===== src/rtl/serial_subtractor_4_bit_pkg.sv =====
// Shared width default and FSM state encoding for the bit-serial subtractor.
package serial_subtractor_4_bit_pkg;

   localparam int unsigned WIDTH_DEF = 4;

   typedef enum logic [1:0] {
      IDLE = 2'b00,
      RUN  = 2'b01,
      DONE = 2'b10
   } state_e;

endpackage : serial_subtractor_4_bit_pkg


===== src/rtl/full_subtractor.sv =====
// One-bit full subtractor: d = x - y - bin, with borrow out.
module full_subtractor (
   input  logic x,
   input  logic y,
   input  logic bin,
   output logic d,
   output logic bout
);

   assign d    = x ^ y ^ bin;
   assign bout = (~x & y) | (~(x ^ y) & bin);

endmodule : full_subtractor


===== src/rtl/serial_subtractor_4_bit.sv =====
// Bit-serial A - B - Bin, LSB first, one bit per clock, registered result.
module serial_subtractor_4_bit
   import serial_subtractor_4_bit_pkg::*;
#(
   parameter int unsigned WIDTH = WIDTH_DEF
) (
   input  logic             clk,
   input  logic             rst,
   input  logic             start,
   input  logic [WIDTH-1:0] A,
   input  logic [WIDTH-1:0] B,
   input  logic             Bin,
   output logic [WIDTH-1:0] D,
   output logic             Bout,
   output logic             busy,
   output logic             done
);

   localparam int unsigned CNT_W = $clog2(WIDTH) + 1;

   state_e             state_q, state_d;
   logic [CNT_W-1:0]   cnt_q, cnt_d;
   logic [WIDTH-1:0]   a_q, a_d;
   logic [WIDTH-1:0]   b_q, b_d;
   logic               br_q, br_d;
   logic [WIDTH-1:0]   res_q, res_d;
   logic [WIDTH-1:0]   diff_q, diff_d;
   logic               bout_q, bout_d;
   logic               busy_q, busy_d;
   logic               done_q, done_d;
   logic               fs_d, fs_bout;

   full_subtractor u_full_subtractor (
      .x    (a_q[0]),
      .y    (b_q[0]),
      .bin  (br_q),
      .d    (fs_d),
      .bout (fs_bout)
   );

   always_ff @(posedge clk) begin
      if (rst) begin
         state_q <= IDLE;
         cnt_q   <= '0;
         a_q     <= '0;
         b_q     <= '0;
         br_q    <= 1'b0;
         res_q   <= '0;
         diff_q  <= '0;
         bout_q  <= 1'b0;
         busy_q  <= 1'b0;
         done_q  <= 1'b0;
      end else begin
         state_q <= state_d;
         cnt_q   <= cnt_d;
         a_q     <= a_d;
         b_q     <= b_d;
         br_q    <= br_d;
         res_q   <= res_d;
         diff_q  <= diff_d;
         bout_q  <= bout_d;
         busy_q  <= busy_d;
         done_q  <= done_d;
      end
   end

   // Next state; busy/done are registered from the next state so they track state_q exactly.
   always_comb begin
      state_d = state_q;
      cnt_d   = cnt_q;
      a_d     = a_q;
      b_d     = b_q;
      br_d    = br_q;
      res_d   = res_q;
      diff_d  = diff_q;
      bout_d  = bout_q;

      case (state_q)
         IDLE, DONE: begin
            if (start) begin
               a_d     = A;
               b_d     = B;
               br_d    = Bin;
               cnt_d   = '0;
               res_d   = '0;
               state_d = RUN;
            end else begin
               state_d = IDLE;
            end
         end
         RUN: begin
            a_d   = a_q >> 1;
            b_d   = b_q >> 1;
            br_d  = fs_bout;
            res_d = {fs_d, res_q[WIDTH-1:1]};
            cnt_d = cnt_q + CNT_W'(1);
            if (cnt_q == CNT_W'(WIDTH - 1)) begin
               diff_d  = {fs_d, res_q[WIDTH-1:1]};
               bout_d  = fs_bout;
               state_d = DONE;
            end
         end
         default: state_d = IDLE;
      endcase

      busy_d = (state_d == RUN);
      done_d = (state_d == DONE);
   end

   assign D    = diff_q;
   assign Bout = bout_q;
   assign busy = busy_q;
   assign done = done_q;

endmodule : serial_subtractor_4_bit


===== config.mk =====
export PLATFORM = sky130hd
export DESIGN_NAME = serial_subtractor_4_bit
export DESIGN_NICKNAME = d
export VERILOG_FILES = /design/src/rtl/serial_subtractor_4_bit_pkg.sv /design/src/rtl/full_subtractor.sv /design/src/rtl/serial_subtractor_4_bit.sv
export SDC_FILE = /design/constraint.sdc
export NUM_CORES = 1
export LEC_CHECK = 0
export BUFFER_PORTS_ARGS = -buffer_cell sky130_fd_sc_hd__buf_4
export CAP_MARGIN = 20
export CORE_MARGIN = 3
export CORE_UTILIZATION = 56
export DETAILED_ROUTE_END_ITERATION = 10
export HOLD_SLACK_MARGIN = 0.05
export PLACE_DENSITY = 0.81
export REMOVE_ABC_BUFFERS = 1
export SLEW_MARGIN = 20
export SYNTH_ARGS = -nofsm -noshare
export SYNTH_HDL_FRONTEND = slang
export SYNTH_SLANG_ARGS = --single-unit

===== constraint.sdc =====
create_clock -name clk -period 4.05 [get_ports clk]
set_clock_uncertainty 0.1 [all_clocks]
set_input_delay 0.81 -clock clk [delete_from_list [all_inputs] [get_ports clk]]
set_output_delay 0.81 -clock clk [all_outputs]
set_load 0.05 [all_outputs]

==> impl_metrics.env <==
export IMPL_area_delta_synth_final_pct=13.8
export IMPL_hold_buffers=0
export IMPL_drt_first_pass_iters=4
export IMPL_p_per_area_nw_per_um2=390
export IMPL_core_um2=1580
export IMPL_cp_start_kind="flip-flop"
export IMPL_synth_top_area_share_pct=49.2
export IMPL_die_y_um=47.7
export IMPL_synth_warnings=0
export IMPL_wirelength_um=1700
export IMPL_slowest_delay_ps=350
export IMPL_path_delay_family="flip-flops"
export IMPL_hp_class="flip-flop to flip-flop"
export IMPL_grtUsageTotal_pct=18.1
export IMPL_clk_latency_ps=310
export IMPL_synth_avg_cell_area_um2=8.56
export IMPL_gp_congestion=0.712
export IMPL_synth_ff_type="dfxtp_1"
export IMPL_crit_chain="buf_4"
export IMPL_cp_num_buf_inv=1
export IMPL_cts_htree_levels=1
export IMPL_yosysMostFrequentCell="dfxtp_1"
export IMPL_fin_hold_ws_ps=364
export IMPL_endpoint_kind="output pin"
export IMPL_diodes=0
export IMPL_postCtsSetupBuffers=0
export IMPL_num_vias=798
export IMPL_final_hold_viol_count=0
export IMPL_ys_seq_area_share_pct=49.2
export IMPL_initial_utilization_pct=61.9
export IMPL_crit_fanout=2
export IMPL_yosys_area_top_type="dfxtp_1"
export IMPL_cts_path_max_buffers=2
export IMPL_power_share_clock_pct=28.1
export IMPL_vdd_drop_max_mv=0.242
export IMPL_grt_pass1_vias=667
export IMPL_cts_tree="built"
export IMPL_viasPerCell=5.58
export IMPL_drc=0
export IMPL_fillers=137
export IMPL_drt_iter0_markers=19
export IMPL_regArea_um2=480
export IMPL_synth_edff_count=0
export IMPL_die_width_um=47.7
export IMPL_comb_power_share_pct=13.0
export IMPL_p_sw_mw=0.107
export IMPL_grt_max_degree=25
export IMPL_postRouteAntennaNets=0
export IMPL_root_buffer="clkbuf_4"
export IMPL_p_sw_share_pct=24.7
export IMPL_rows=14
export IMPL_timing_slew_headroom_pct=48.0
export IMPL_dieArea_um2=2280
export IMPL_routedWlPerCell_um=11.9
export IMPL_cts_buffers=3
export IMPL_maxCapViolations=0
export IMPL_min_period_ps=1770
export IMPL_ys_types=20
export IMPL_required_ps=3140
export IMPL_syn_cell_area_um2=976
export IMPL_p_int_mw=0.326
export IMPL_finalCritPeriodShare_pct=43.6
export IMPL_nets=143
export IMPL_grt_pass1_wl_um=2920
export IMPL_rsz0062_at_grt="no"
export IMPL_status="completed"
export IMPL_postSynth_asyncResetShare_pct=0
export IMPL_io_buffer_count=18
export IMPL_multiInputGateArea_um2=428
export IMPL_grt_antenna_before_repair=0
export IMPL_drive_gt1_share_pct=17.3
export IMPL_worst_pin_slew_ps=781
export IMPL_synth_area_leaders="dfxtp_1 49%, nand2_1 8.5%, a21oi_1 7.2%"
export IMPL_synthTopCellsByCount="24 x dfxtp_1, 22 x nand2_1, 14 x a21oi_1, 13 x nand3_1, 10 x nor2_1"
export IMPL_grt_ovfl_total=0
export IMPL_max_freq_mhz=566
export IMPL_finalSetupTns_ps=0
export IMPL_place_hpwl_um=1180
export IMPL_ios=19
export IMPL_p_leak_nw=0.440
export IMPL_cts_resized=0
export IMPL_clk_pin_slew_ps=130
export IMPL_drv_slew=0
export IMPL_cp_data_arrival_time_ps=860
export IMPL_cts_sinks=24
export IMPL_synthCells=114
export IMPL_finalSetupViolCount=0
export IMPL_ys_ff_latch=24
export IMPL_crit_type="flip-flop to output pin"
export IMPL_cp_slowest_cell="dfxtp_1"
export IMPL_seqPwrFrac_pct=58.9
==> power groups by stage <==
stage | Sequential, mW | Clock [mW] | Combinational (mW)
floorplan | 0.261 | 0 | 0.0331
global placement | 0.260 | 0 | 0.0550
detailed placement | 0.260 | 0 | 0.0565
CTS | 0.255 | 0.126 | 0.0569
global route | 0.256 | 0.137 | 0.0642
finish | 0.255 | 0.122 | 0.0563
==> through the flow <==
| step | setup slack, ps | util (%) | instance area [µm²] | power (mW) | instances |
|---|---|---|---|---|---|
| after global routing | 2230 | 70.5 | 1110 | 0.457 | 143 |
| after detailed placement | 2140 | 68.2 | 1070 | 0.317 | 139 |
| after CTS | 2270 | 70.5 | 1110 | 0.438 | 143 |
| final | 2280 | 70.5 | 1110 | 0.433 | 143 |
| after floorplan | 2440 | - | 920 | 0.295 | 105 |
| after global placement | 2170 | 68.2 | 1070 | 0.315 | 139 |
==> flip-flops by register name, summed over array words and instances (netlist names) <==
signal,cells
Bout,1
D,4
a_q,4
b_q,4
br_q,1
busy,1
cnt_q,3
done,1
res_q,3
state_q,2
==> final timing paths <==
check | cells past startpoint | slack (ps) | endpoint | startpoint
setup / recovery | 1 | 2280 | D[1] | D[1]
hold / removal | 2 | 360 | D[2] | D[2]
setup reg to reg | 3 | 2520 | b_q[1] | state_q[1]
hold reg to reg | 2 | 360 | D[2] | D[2]
==> cell usage in the layout (no fill, tap or decap), drive strengths merged <==
master	synthesis	final
or2b	2	2
nand2b	2	2
nand3b	1	1
a21oi	14	14
buf	6	18
nand3	13	13
and2b	2	2
clkbuf	3	4
fa	1	1
a2bb2oi	1	1
a311oi	7	7
nand2	22	22
dfxtp	24	24
inv	3	3
nor2	10	10
o21a	1	1
ha	2	2
==> layer usage <==
layer	up-vias	wire, µm	GRT usage [%]
met5	-	0	0
met2	21	829	28.8
met3	4	94	3.38
met4	0	23	8.06
met1	361	756	23.6
li1	412	-	-
==> layout make-up <==
type / instances / share of cell area (%)
Timing Repair Buffer: 18 / 12.2
Tap cell: 16 / 1.80
Clock buffer: 4 / 3.27
Sequential cell: 24 / 43.2
Inverter: 3 / 1.01
Multi-Input combinational cell: 78 / 38.5
==> cells by family after synthesis <==
group           count (synthesis)  synth area share, %
simple gates                   52                 24.1
flops                          24                 49.2
buf+inv                        12                 6.92
compound gates                 23                 15.1
fa+ha+maj                       3                 4.62
Power figures use the tool's default switching activity.
